File: config.mk
export PLATFORM = sky130hd
export DESIGN_NAME = as_mac_alu
export DESIGN_NICKNAME = d
export VERILOG_FILES = /design/src/rtl/as_mac_alu.sv
export SDC_FILE = /design/constraint.sdc
export NUM_CORES = 1
export LEC_CHECK = 0
export CAP_MARGIN = 10
export CORE_MARGIN = 2
export CORE_UTILIZATION = 57
export DETAILED_ROUTE_END_ITERATION = 10
export MAX_ROUTING_LAYER = met4
export PLACE_DENSITY_LB_ADDON = 0.25
export SYNTH_ARGS = -nofsm -noshare
export SYNTH_HDL_FRONTEND = slang
export SYNTH_SLANG_ARGS = --single-unit
export TNS_END_PERCENT = 20
File: constraint.sdc
create_clock -name clk -period 4.7 [get_ports clk]
set_input_delay 0.94 -clock clk [delete_from_list [all_inputs] [get_ports clk]]
set_output_delay 0.94 -clock clk [all_outputs]
set_load 0.1 [all_outputs]
File: src/rtl/as_mac_alu.sv
// Multi-cycle saturating ALU: ADD/BR in one add cycle, MULADD/MAC via an
// N-cycle shift-add signed multiplier followed by the add cycle.
module as_mac_alu #(
   parameter int N    = 8,
   parameter int FRAC = 7
) (
   input  logic         clk,
   input  logic         n_reset,
   input  logic         start,
   input  logic [1:0]   op,
   input  logic [N-1:0] rd_data,
   input  logic [N-1:0] rs_data,
   input  logic [N-1:0] immediate,
   input  logic [N:0]   switches,
   input  logic         in_en,
   output logic         busy,
   output logic         done,
   output logic         z,
   output logic         neg,
   output logic         v,
   output logic [N-1:0] w_data,
   output logic [N-1:0] acc_out
);
   localparam int CW = $clog2(N);
   localparam logic [N-1:0] MAXV = {1'b0, {(N-1){1'b1}}};
   localparam logic [N-1:0] MINV = {1'b1, {(N-1){1'b0}}};

   typedef enum logic [1:0] {S_IDLE, S_MUL, S_ADD, S_DONE} state_t;
   state_t state_q, state_d;

   logic [1:0]     op_q;
   logic [N-1:0]   a_q, imm_q;
   logic           br_q;
   logic [N-1:0]   mpl_q, mpl_d;
   logic [2*N-1:0] mcand_q, mcand_d, prod_q, prod_d;
   logic [CW-1:0]  cnt_q, cnt_d;
   logic [N-1:0]   res_q, res_d, acc_q, acc_d;
   logic           z_q, z_d, neg_q, neg_d, v_q, v_d;

   logic           accept, mul_op, mul_ovf, add_ovf;
   logic [2*N-1:0] shifted;
   logic [N-1:0]   msat, opa, opb, sat_sum;
   logic [N:0]     sum;

   assign accept = (state_q == S_IDLE) && start;
   assign mul_op = op_q[1] ^ op_q[0];

   always_comb begin : fsm_next
      state_d = state_q;
      unique case (state_q)
         S_IDLE:  if (start) state_d = (op[1] ^ op[0]) ? S_MUL : S_ADD;
         S_MUL:   if (cnt_q == CW'(N-1)) state_d = S_ADD;
         S_ADD:   state_d = S_DONE;
         default: state_d = S_IDLE;
      endcase
   end

   // One partial product per cycle; the multiplier MSB carries negative weight.
   always_comb begin : mul_step
      mcand_d = mcand_q;
      mpl_d   = mpl_q;
      prod_d  = prod_q;
      cnt_d   = cnt_q;
      if (accept) begin
         mcand_d = {{N{rs_data[N-1]}}, rs_data};
         mpl_d   = immediate;
         prod_d  = '0;
         cnt_d   = '0;
      end else if (state_q == S_MUL) begin
         if (mpl_q[0])
            prod_d = (cnt_q == CW'(N-1)) ? prod_q - mcand_q : prod_q + mcand_q;
         mcand_d = mcand_q << 1;
         mpl_d   = mpl_q >> 1;
         cnt_d   = cnt_q + CW'(1);
      end
   end

   always_comb begin : sat_path
      shifted = $signed(prod_q) >>> FRAC;
      mul_ovf = !((&shifted[2*N-1:N-1]) || !(|shifted[2*N-1:N-1]));
      msat    = mul_ovf ? (shifted[2*N-1] ? MINV : MAXV) : shifted[N-1:0];
      unique case (op_q)
         2'b00:   begin opa = a_q;         opb = imm_q; end
         2'b01:   begin opa = a_q;         opb = msat;  end
         2'b10:   begin opa = acc_q;       opb = msat;  end
         default: begin opa = {N{br_q}};   opb = imm_q; end
      endcase
      sum     = {opa[N-1], opa} + {opb[N-1], opb};
      add_ovf = sum[N] ^ sum[N-1];
      sat_sum = add_ovf ? (sum[N] ? MINV : MAXV) : sum[N-1:0];
   end

   always_comb begin : result_next
      res_d = res_q;
      acc_d = acc_q;
      z_d   = z_q;
      neg_d = neg_q;
      v_d   = v_q;
      if (state_q == S_ADD) begin
         res_d = sat_sum;
         acc_d = sat_sum;
         z_d   = (sat_sum == '0);
         neg_d = sat_sum[N-1];
         v_d   = add_ovf | (mul_op & mul_ovf);
      end
   end

   always_ff @(posedge clk or negedge n_reset) begin
      if (!n_reset) begin
         state_q <= S_IDLE;
         op_q    <= '0;
         a_q     <= '0;
         imm_q   <= '0;
         br_q    <= 1'b0;
         mpl_q   <= '0;
         mcand_q <= '0;
         prod_q  <= '0;
         cnt_q   <= '0;
         res_q   <= '0;
         acc_q   <= '0;
         z_q     <= 1'b0;
         neg_q   <= 1'b0;
         v_q     <= 1'b0;
      end else begin
         state_q <= state_d;
         if (accept) begin
            op_q  <= op;
            a_q   <= rd_data;
            imm_q <= immediate;
            br_q  <= switches[N];
         end
         mpl_q   <= mpl_d;
         mcand_q <= mcand_d;
         prod_q  <= prod_d;
         cnt_q   <= cnt_d;
         res_q   <= res_d;
         acc_q   <= acc_d;
         z_q     <= z_d;
         neg_q   <= neg_d;
         v_q     <= v_d;
      end
   end

   assign busy    = (state_q != S_IDLE);
   assign done    = (state_q == S_DONE);
   assign z       = z_q;
   assign neg     = neg_q;
   assign v       = v_q;
   assign acc_out = acc_q;
   assign w_data  = in_en ? switches[N-1:0] : res_q;

endmodule

==> metrics <==
Final Critical Period 3.75 ns; CP Launch Type register; R2R Setup Slk 0.95 ns; post-cts gate resize count 0; WL met1 4.86 mm; kind of critical path reg -> reg; total of max-cap violations 0; Total GRT Usage 26.0%; post-synth cell types 61; EDFF count, synth 0; CTS tree built; critical path fanouts, max 14; clk_lat worst skew 0.35 ns; synthesis-to-layout area growth 15.6%; Fin. Hold Viols 0; Worst Path Required 4.99 ns; Die Span X 98.0 um; worst slew pin tran 1.02 ns; Yosys warning count 0; Peak Freq 266 MHz; Final Skew 0.00874 ns; Overflow after GRT 0; Min-Delay Startpoint br_q; drt drc 0; Rows 34; Vias/cell 5.74; Initial Utilization 58.3%; Yosys top cell area share 36.8%; metal2 WL 5.68 mm; CTS Hold Bufs 0; reg-to-reg startpoint prod_q[14]; Starting DRT DRC Count 144; worst rel slew slack 32.0%; routed length per instance 15.6 um; via count 4212; crit path capture type register; Pre-antenna DRT Iters 5; Tightest Hold Check Type reg -> reg; status completed; I/O Pins 60; first-pass GRT wire length 19.7 mm; total CTS buffers 9; Top Layer Used met4; cell count of the worst reg-to-reg path 15; initial antenna violation count 0; Mapped Area 5040 um2; ys async rst share 100%; layout cell share with drive strength beyond 1 8.31%; setup bufs post-CTS 0; n_diodes 0; syn_nets 654; Clock transition at path regs 0.08 ns; Setup-failing EPs final 0; Final ANT Viol Nets 0; crit path from prod_q[14]; Nets 700; DRT Wirelength 11.4 mm; register area share after synthesis 36.8%; Max Transition Viols Final 0; Core Footprint 8640 um2; port bufs 59; die area 9600 um2; hold path depth 2; worst reg2reg path endpoint acc_out[0]; HPWL Detailed 8.66 mm; Synth area leader dfrtp_1; CP arrival 4.05 ns; metal3 WL 552 um; Seq cells post-synth 74; clk sinks 74; RSZ-0062 raised after global routing false; most common flop cell mapped by yosys dfrtp_1; number of global-route vias before repair 4179; clock buffer depth 2; Avg Synthesized Cell Area 8.75 um2; root buf cell clkbuf_8; largest net degree at the start of global routing 52; TNS Setup 0 ns; overall die height 98.0 um; # H-tree levels 3; Cells after Synth 576; largest cells by area after synthesis dfrtp_1, ha_1, nand2_1; Hold Crit Endpoint br_q; RePlAce Congestion 0.900; fin crit share 79.9%
per-layer routing:
| metal | vias to the layer above | global-route usage (%) |
|---|---|---|
| met3 | 25 | 3.65 |
| met4 | 0 | 10.6 |
| met5 | - | - |
| li1 | 2104 | - |
| met1 | 1969 | 31.1 |
| met2 | 114 | 44.3 |
worst max-delay path by stage:
stage	to	slack (ns)	cells after the start
2_1_floorplan	w_data[3]	0.50	2
3_3_place_gp	acc_out[2]	1.16	15
3_5_place_dp	acc_out[0]	1.01	15
4_1_cts	acc_out[0]	0.97	15
5_1_grt	acc_out[0]	0.68	15
6_report	acc_out[0]	0.95	15
critical path: stages, from the launching register on:
cell	delay [ns]
dfrtp_1	0.41
inv_1	0.06
ha_1	0.40
nand2b_1	0.28
nand3_1	0.10
o21ai_0	0.10
ha_1	0.19
inv_1	0.05
fa_1	0.40
nor2b_1	0.21
o21a_4	0.18
o21a_1	0.19
o31ai_4	0.07
a31oi_2	0.59
maj3_2	0.31
mux2_2	0.14
layout by cell type (no fill, tap or decap), drive strengths merged, types with 9 or more instances in the layout:
cell           instances
buf                   13
inv                   32
dfrtp                 74
ha                    37
clkdlybuf4s50         50
nor2                  47
nor3                  14
nand2b                14
mux2i                 26
o21ai                 56
xnor2                 19
nand3                 13
nor2b                  9
clkbuf                10
nand2                 71
a21oi                 46
cell type report:
| cell class | instances | area, um2 |
|---|---|---|
| Tap cell | 108 | 135 |
| Clock inverter | 5 | 56.3 |
| Sequential cell | 74 | 1850 |
| Multi-Input combinational cell | 442 | 2940 |
| Clock buffer | 10 | 128 |
| Timing Repair Buffer | 63 | 596 |
| Fill cell | 757 | 2810 |
| Inverter | 32 | 120 |
per-stage QoR:
| step | instances | setup slack, ns | instance area [um2] | utilization (%) | hold WS, ns |
|---|---|---|---|---|---|
| detailed placement | 719 | 1.01 | 5640 | 65.3 | 0.463 |
| finish | 734 | 0.947 | 5820 | 67.4 | 0.483 |
| global route | 734 | 0.684 | 5820 | 67.4 | 0.541 |
| floorplan | 576 | 0.501 | 5040 | - | 0.446 |
| CTS | 734 | 0.968 | 5820 | 67.4 | 0.482 |
| global placement | 719 | 1.16 | 5640 | 65.3 | 0.472 |
sequential cells by signal, indices dropped and copies added, names as in the netlist:
name,cells
imm_q,8
z,1
v,1
mcand_q,16
op_q,2
br_q,1
mpl_q,8
prod_q,16
a_q,8
acc_out,8
state_q,2
cnt_q,3
synth_stat cells (2+ instances only):
master,count
nand2b_1,14
nor3_1,13
nor2_1,47
nand3_1,13
ha_1,37
o31ai_1,4
a21oi_1,43
mux2_2,8
inv_1,32
and2_1,2
nand2_1,71
a21o_1,4
fa_1,2
o211ai_1,2
nor4_1,2
nand4_1,2
o21ai_1,12
xnor2_1,18
dfrtp_1,74
nor2b_1,9
mux2i_1,26
a21oi_2,3
a31oi_1,5
xor2_1,8
buf_1,2
o311ai_1,2
a221oi_1,8
maj3_2,3
and3_1,4
o22ai_1,5
o21ai_0,44
a211oi_1,7
buf_2,3
clkbuf_1,20
logic make-up after synthesis:
group,Yosys count,share of synthesized area [%]
and+or+nand+nor,190,17.8
AOI/OAI and AO/OA,149,18.0
DFF,74,36.8
buffers and inverters,60,4.97
adders and majority gates,42,10.7
muxes,34,6.95
xor gates and xnor gates,27,4.84
Power is not shown: default switching activity piles up to over one toggle a cycle in this logic, so the estimate is an artifact.
